**config.mk**
```make
export PLATFORM = sky130hd
export DESIGN_NAME = line_clear_ctrl
export DESIGN_NICKNAME = d
export VERILOG_FILES = /design/src/rtl/line_clear_ctrl.sv
export SDC_FILE = /design/constraint.sdc
export NUM_CORES = 1
export LEC_CHECK = 0
export CORE_AREA = 4 4 326 328
export CTS_BUF_LIST = sky130_fd_sc_hd__clkbuf_4
export DETAILED_ROUTE_END_ITERATION = 6
export DIE_AREA = 0 0 330 332
export PLACE_DENSITY = 0.3
export SYNTH_ARGS = -nofsm -noshare
export SYNTH_HDL_FRONTEND = slang
export SYNTH_SLANG_ARGS = --single-unit
export TNS_END_PERCENT = 10
```
**constraint.sdc**
```tcl
create_clock -name Clk -period 3.55 [get_ports Clk]
set_input_delay 0.71 -clock Clk [delete_from_list [all_inputs] [get_ports Clk]]
set_output_delay 0.71 -clock Clk [all_outputs]
set_load 0.05 [all_outputs]
```
**src/rtl/line_clear_ctrl.sv**
```systemverilog
// Line-clear sequencer: scans the playfield bottom-up after a lock and shifts out full rows.
// Latency: Done is high in cycle 1+ROWS+2F after the accepted Start (F = rows cleared).
// Backpressure: none; Start is ignored while Busy, and the frame buffer must follow Load within one cycle.
//
// Ports:
//   Clk, Reset     clock (rising edge) and asynchronous active-low reset
//   Start          1-cycle pulse from the game FSM: piece locked, begin a scan
//   PixelMap       registered board from the frame buffer, row 0 = top
//   Load           per-row shift enables: Load[k] moves row k-1 into row k, row 0 refills with zeros
//   Busy / Done    scan in progress / 1-cycle scan-complete pulse
//   LinesCleared   rows removed by the most recent scan, held until the next accepted Start
//   TotalLines     saturating count of rows removed since reset
module line_clear_ctrl #(
  parameter int ROWS   = 20,
  parameter int COLS   = 10,
  parameter int CELL_W = 4,
  parameter int TOT_W  = 16
) (
  input  logic                                  Clk,
  input  logic                                  Reset,
  input  logic                                  Start,
  input  logic [ROWS-1:0][COLS-1:0][CELL_W-1:0] PixelMap,
  output logic [ROWS-1:0]                       Load,
  output logic                                  Busy,
  output logic                                  Done,
  output logic [$clog2(ROWS+1)-1:0]             LinesCleared,
  output logic [TOT_W-1:0]                      TotalLines
);

  localparam int ROW_W = $clog2(ROWS);
  localparam int LC_W  = $clog2(ROWS+1);

  typedef enum logic [1:0] {
    S_IDLE,
    S_CHECK,
    S_SHIFT,
    S_DONE
  } state_t;

  state_t            r_state;
  state_t            w_next;
  logic [ROW_W-1:0]  r_row;
  logic [LC_W-1:0]   r_lines;
  logic [TOT_W-1:0]  r_total;
  logic              w_row_full;

  // A row is complete only when every cell is occupied (nonzero).
  always_comb begin
    w_row_full = 1'b1;
    for (int c = 0; c < COLS; c++) begin
      if (PixelMap[r_row][c] == '0) begin
        w_row_full = 1'b0;
      end
    end
  end

  // Next state and Moore outputs.
  always_comb begin
    w_next = r_state;
    Load   = '0;
    Busy   = (r_state != S_IDLE);
    Done   = 1'b0;
    case (r_state)
      S_IDLE: begin
        if (Start) begin
          w_next = S_CHECK;
        end
      end
      S_CHECK: begin
        if (w_row_full) begin
          w_next = S_SHIFT;
        end else if (r_row == '0) begin
          w_next = S_DONE;
        end
      end
      S_SHIFT: begin
        // Everything at or above the full row moves down one; rows below stay put.
        for (int k = 0; k < ROWS; k++) begin
          Load[k] = (ROW_W'(k) <= r_row);
        end
        w_next = S_CHECK;
      end
      S_DONE: begin
        Done   = 1'b1;
        w_next = S_IDLE;
      end
      default: begin
        w_next = S_IDLE;
      end
    endcase
  end

  always_ff @(posedge Clk or negedge Reset) begin
    if (!Reset) begin
      r_state <= S_IDLE;
    end else begin
      r_state <= w_next;
    end
  end

  // Row pointer and counters. The pointer is not decremented after a SHIFT,
  // so the same row index is re-checked with the row that dropped into it.
  always_ff @(posedge Clk or negedge Reset) begin
    if (!Reset) begin
      r_row   <= ROW_W'(ROWS-1);
      r_lines <= '0;
      r_total <= '0;
    end else begin
      case (r_state)
        S_IDLE: begin
          if (Start) begin
            r_row   <= ROW_W'(ROWS-1);
            r_lines <= '0;
          end
        end
        S_CHECK: begin
          if (!w_row_full && (r_row != '0)) begin
            r_row <= r_row - 1'b1;
          end
        end
        S_SHIFT: begin
          r_lines <= r_lines + 1'b1;
          if (r_total != '1) begin
            r_total <= r_total + 1'b1;
          end
        end
        default: begin
        end
      endcase
    end
  end

  assign LinesCleared = r_lines;
  assign TotalLines   = r_total;

endmodule
```
==> flow_summary.toml, run 1 <==
[outcome]
outcome = "completed"

[global_routing]
gr-usage-met1_pct = 17.0
grt_pass1_wl_microns = 108000
overflow = 0
grt_pass1_vias = 12300
grt_util_all_layers_pct = 14.4
gr-usage-met3_pct = 2.85
grt_busiest_layer = "met2"
grtUsageMet2_pct = 27.5
antenna_found_initial = 13
grt_max_degree = 46

[floorplan]
core_area_sq_um = 103000
rows = 118
die_area_sq_um = 110000
dieWidth_microns = 330
die_h_microns = 332
num_io_pins = 846
initial_utilization_pct = 5.67

[layout]
stdcell_area_sq_um = 17800
fin_nets = 2565
utilization_pct = 17.2
multi_input_area_sq_um = 5070
seqCellArea_sq_um = 721
layout-drive-gt1-share_pct = 15.2
instances_no_fill = 3140
areaGrowthSynthToFinish_pct = 203
fillers = 11700

[cts]
cts_buffers = 3
cts_tree = "built"
numClockSinks = 28
ctsRootBufferMaster = "clkbuf_4"
insertion_delay_ps = 360
htreeDepth = 1
ctsLongestPathBuffers = 2
clk_pin_slew_ps = 180

[synthesis]
synth.cell_area_sq_um = 5850
synth_cells = 815
ys_ff_latch = 28
synth-edff-count = 0
synthArstFlopShare_pct = 100
synth_xor_area_share_pct = 2.54
synth-main-ff-cell = "dfrtp_1"
yosys.area_share.simple_pct = 33.0
synth.yosys.seq_area_share_pct = 12.0
synth_top_cell_by_area = "dfrtp_1"
yosysWarnings = 0
synth.area.mux_share_pct = 13.4
synthAdderAreaFrac_pct = 1.50
netlist.area_leader.share_pct = 10.7
synth_area_leaders = "dfrtp_1 11%, nor4_1 9.4%, mux4_2 5.8%"
avgSynthCellArea_sq_um = 7.18
synth_cell_type_count = 75
synth_commonest_cells = "88 x nor4_1, 82 x nor2_1, 66 x a21oi_1"
synth_most_common_cell = "nor4_1"
synth_top_family_by_area = "simple AND/OR/NAND/NOR gates"
synth_compound_area_share_pct = 31.1
syn-num-nets = 1625

[pwr]
p_leak_nw = 6.14
powerDensity_nw_per_um2 = 478
ir_worst_vdd_uv = 196
p_total_mw = 8.49

[timing]
holdWs_ps = 513
max_slew.worst_pin.slew_ps = 944
final_hold_viol_count = 0
setup_viol_count_final = 0
rsz0062_at_grt = "yes"
slew_headroom_pct = 36.5
max_freq_ghz = 0.289
fin_crit_ps = 3460
fin_worst_skew_ps = 13.2
report.final.slew_viol_count = 0
fin_crit_sh_pct = 97.3

[min_path]
hold_path_class = "reg -> reg"
hold_path_depth = 1
holdPathEnd = "TotalLines[8]"
hold_start = "TotalLines[8]"

[flow_run]
drv_cap = 0

[worst_setup_path]
required_ps = 3810
crit_path_frequent_cell = "buf_4"
path_cells = "buf_12 > buf_4 > buf_4 > mux2_2 > a221oi_4 > o22a_1 > a311oi_2 > buf_4 > o221ai_1 > a2111oi_4 > nand4_1 > buf_6 > buf_12 > and3_1 > o22ai_2"
crit_fanout = 7
path_class = "reg -> reg"
slowest_delay_ps = 710
crit_family = "compound AO/OA/AOI/OAI gates"
cp.arrival_ps = 3720
start_kind = "flip-flop"
end_kind = "flip-flop"
setup.reg_to_reg.worst_slack_ps = 90
reg2regPathDepth = 15
cp_num_cells = 15
cp.buffers_inverters = 6
cp_slowest_cell = "dfstp_4"
r2r_end = "r_row[2]"
r2r_start = "r_row[0]"

[drt]
drt_iter0_drc = 465
wl_per_cell_microns = 26.9
drtAntennaViolNets = 0
vias_per_cell = 3.52
route.vias.total = 11100
routed_wl_microns = 84500
drcViolationCount = 0
first_pass_iters = 5

[placed_design]
post_dp_cell_area_sq_um = 17100
dp_cells = 3102
port_buffers = 845
finalWeightedCongestion = 0.835
place.detailed.hpwl_microns = 74600
==> cell type report <==
cell class                      count  area share (%)
Clock inverter                      1           0.169
Antenna cell                        6          0.0845
Multi-Input combinational cell    715            28.5
Tap cell                         1380            9.72
Timing Repair Buffer             1000            57.0
Clock buffer                        3           0.127
Inverter                            7           0.247
Sequential cell                    28            4.06
==> worst max-delay path by stage <==
stage                  startpoint        to  slack (ps)
floorplan                r_row[0]  Load[14]         220
global placement    PixelMap[669]  r_row[2]        -860
detailed placement  PixelMap[669]  r_row[2]        -820
CTS                      r_row[0]  r_row[4]         -60
global route             r_row[0]  r_row[2]         -70
finish                   r_row[0]  r_row[2]          90
==> metrics by stage <==
step                      setup slack (ps)  setup TNS (ps)
after floorplan                        221               0
after global placement                -855           -5570
after detailed placement              -818           -5380
after CTS                            -61.6            -211
after global routing                 -69.3            -210
final                                 94.2               0
==> sequential cells by signal, indices dropped and copies added, names as in the netlist <==
| signal | count |
|---|---|
| LinesCleared | 5 |
| TotalLines | 16 |
| r_state | 2 |
| r_row | 5 |
==> cell families (layout without fill, tap and decap cells) <==
family                   count (synthesis)  after routing
AND/OR/NAND/NOR                        364            364
AO/OA/AOI/OAI                          269            269
buffers and inverters                   72           1011
multiplexers                            58             58
flip-flops                              28             28
XOR/XNOR                                17             17
adder cells (fa/ha/maj)                  7              7
other                                    0              6
==> placed cells by master (no fill, tap or decap), drive strengths merged, types with 10 or more instances in the layout <==
| cell type | count |
|---|---|
| clkdlybuf4s50 | 825 |
| buf | 174 |
| nor4 | 88 |
| nor2 | 84 |
| a21oi | 66 |
| nor3 | 60 |
| o21ai | 57 |
| nand2 | 40 |
| mux2i | 29 |
| dfrtp | 25 |
| a211oi | 22 |
| or3 | 18 |
| a221oi | 16 |
| mux4 | 15 |
| xnor2 | 14 |
| mux2 | 14 |
| nand4 | 12 |
| o211ai | 11 |
| o31ai | 11 |
| nand3 | 11 |
| a31oi | 10 |
==> layer usage <==
| metal | share of wire [%] | wire length [microns] |
|---|---|---|
| met5 | 0.043 | 36 |
| met4 | 0.56 | 470 |
| met3 | 6.5 | 5500 |
| met2 | 53 | 44500 |
| met1 | 40 | 34000 |
==> power by group <==
part	switching, mW	internal, mW	total [mW]
clock	0.112	0.114	0.227
combinational	4.23	3.46	7.69
sequential	0.175	0.402	0.577
total	4.52	3.97	8.49
==> repair_timing <==
action                     4_1_cts  5_1_grt
gates cloned                     1        1
setup buffers                   20       11
gates resized for setup         38       36
pin swaps                       11       15
hold buffers                     0        0
setup endpoints to repair       11        7
Power figures use the tool's default switching activity.
==> run 2, diff against run 1 <==
--- a/config.mk
+++ b/config.mk
@@ -5,11 +5,13 @@
 export SDC_FILE = /design/constraint.sdc
 export NUM_CORES = 1
 export LEC_CHECK = 0
+export CAP_MARGIN = 15
 export CORE_AREA = 4 4 326 328
 export CTS_BUF_LIST = sky130_fd_sc_hd__clkbuf_4
 export DETAILED_ROUTE_END_ITERATION = 6
 export DIE_AREA = 0 0 330 332
 export PLACE_DENSITY = 0.3
+export SKIP_CTS_REPAIR_TIMING = 1
 export SYNTH_ARGS = -nofsm -noshare
 export SYNTH_HDL_FRONTEND = slang
 export SYNTH_SLANG_ARGS = --single-unit
==> run 2 against run 1 <==
  * The flow now finishes with violations (setup timing)
  * Power shrank 2.5%
  * Hold slack gained 4.5 ps
  * Clock skew shrank 2.4 ps
  * First-iteration DRC count grew 23%
  * Core utilization shrank 0.11 points
  * Global-route usage shrank 0.13 points
  * Wire length shrank 0.83%
  * Flip-flop and latch count is the same
  * Non-clock buffer count is the same
  * Sequential share of layout area is essentially flat
  * Cell count is essentially flat
  * Via count shrank 0.47%
  * Largest power group unchanged
  * Highest routed layer unchanged
==> flow_summary.toml, run 2 (synthesized netlist as in run 1, its figures left out) <==
[cts]
insertion_delay_ps = 360
clk_pin_slew_ps = 180
ctsLongestPathBuffers = 2
htreeDepth = 1
numClockSinks = 28
cts_buffers = 3
ctsRootBufferMaster = "clkbuf_4"
cts_tree = "built"

[layout]
areaGrowthSynthToFinish_pct = 201
utilization_pct = 17.1
final_cell_mix = "825 x clkdlybuf4s50_1, 130 x buf_4, 85 x nor4_1"
layout-drive-gt1-share_pct = 15.3
largest_reg_flops = 16
fillers = 11700
stdcell_area_sq_um = 17600
final_common_cell = "clkdlybuf4s50_1"
fin_nets = 2565

[pwr]
switching_share_pct = 53.3
p_leak_nw = 6.11
clock_power_share_pct = 2.8
power_frac_seq_pct = 7.0
switching_power_mw = 4.41
power_frac_comb_pct = 90.2
ir_worst_vdd_uv = 183
p_int_mw = 3.87
powerDensity_nw_per_um2 = 469
p_total_mw = 8.28

[min_path]
hold_path_class = "reg -> reg"

[drt]
route.vias.total = 11000
wl_per_cell_microns = 26.7
routed_wl_microns = 83800
drtAntennaViolNets = 0
vias_per_cell = 3.50
drcViolationCount = 0
drt_iter0_drc = 573
first_pass_iters = 5

[placed_design]
finalWeightedCongestion = 0.835
port_buffers = 845
post_dp_cell_area_sq_um = 17100
place.detailed.hpwl_microns = 74600

[timing]
rsz0062_at_grt = "yes"
max_slew.worst_pin.slew_ps = 944
setup_viol_count_final = 1
max_freq_ghz = 0.280
worst_slack_ps = -16.3
slew_headroom_pct = 36.5
fin_crit_ps = 3570
fin_crit_sh_pct = 100
final_hold_viol_count = 0
report.final.slew_viol_count = 0
fin_worst_skew_ps = 10.8

[floorplan]
rows = 118
dieWidth_microns = 330
core_area_sq_um = 103000
num_io_pins = 846
die_area_sq_um = 110000
initial_utilization_pct = 5.67
die_h_microns = 332

[worst_setup_path]
end_kind = "flip-flop"
crit_fanout = 8
cp.arrival_ps = 3850
required_ps = 3830
start_kind = "flip-flop"
setup.reg_to_reg.worst_slack_ps = -20
path_class = "reg -> reg"

[global_routing]
grt_util_all_layers_pct = 14.2
antenna_found_initial = 12
grt_pass1_wl_microns = 107000
overflow = 0
grt_pass1_vias = 12200
grt_max_degree = 46

[outcome]
violations = "setup timing"
outcome = "finished with violations"

[flow_run]
drv_cap = 0
## run 2: metal layers
layer / global-route usage [%] / wire (microns) / vias to the layer above
li1: - / - / 5188
met1: 17.0 / 33900 / 5259
met2: 27.1 / 44100 / 519
met3: 2.88 / 5260 / 29
met4: 0.928 / 473 / 6
met5: 0 / 36 / -
## run 2: area by class of cell
cell class | instances | area, sq um | area share [%]
Antenna cell | 5 | 12.5 | 0.0709
Clock buffer | 3 | 22.5 | 0.128
Inverter | 7 | 36.3 | 0.206
Multi-Input combinational cell | 715 | 5030 | 28.5
Timing Repair Buffer | 1000 | 10100 | 57.1
Clock inverter | 1 | 30.0 | 0.170
Sequential cell | 28 | 717 | 4.06
Tap cell | 1380 | 1730 | 9.78
## run 2: per-stage QoR
step / instances / hold WS, ps / setup slack (ps) / TNS [ps]
after floorplan: 815 / 414 / 221 / 0
after global placement: 3102 / 485 / -855 / -5570
after detailed placement: 3102 / 492 / -818 / -5380
after CTS: 3106 / 510 / -803 / -5560
after global routing: 3135 / 533 / -208 / -1140
final: 3139 / 518 / -16.3 / -16.3
## run 2: critical path, cell delays in order, from the launching register on
cell and delay (ps):
dfstp_4 710, buf_12 130, buf_12 120, buf_6 120, buf_8 140, buf_6 130
mux2_2 340, a221oi_2 230, o22a_1 180, nand4_1 280, a31oi_1 230, nor2_1 70
nand4_1 100, buf_6 130, buf_4 120, clkbuf_16 130, a21oi_1 60, a211oi_1 250
## run 2: power by group through the flow
stage               logic [mW]  registers (mW)  clock network [mW]
floorplan                 2.69           0.509                   0
global placement          7.22           0.622                   0
detailed placement        7.21           0.621                   0
CTS                       7.23           0.619               0.240
global route              8.04           0.602               0.254
finish                    7.47           0.582               0.228
## run 2: final timing paths
check                           cells after the start     startpoint              end
worst min-delay path                                1  TotalLines[8]    TotalLines[8]
worst max-delay path                               17       r_row[0]         r_row[1]
min in group asynchronous                           1          Reset  LinesCleared[4]
worst max register to register                     17       r_row[0]         r_row[1]
max in group asynchronous                           2          Reset   TotalLines[13]
worst min register to register                      1  TotalLines[8]    TotalLines[8]
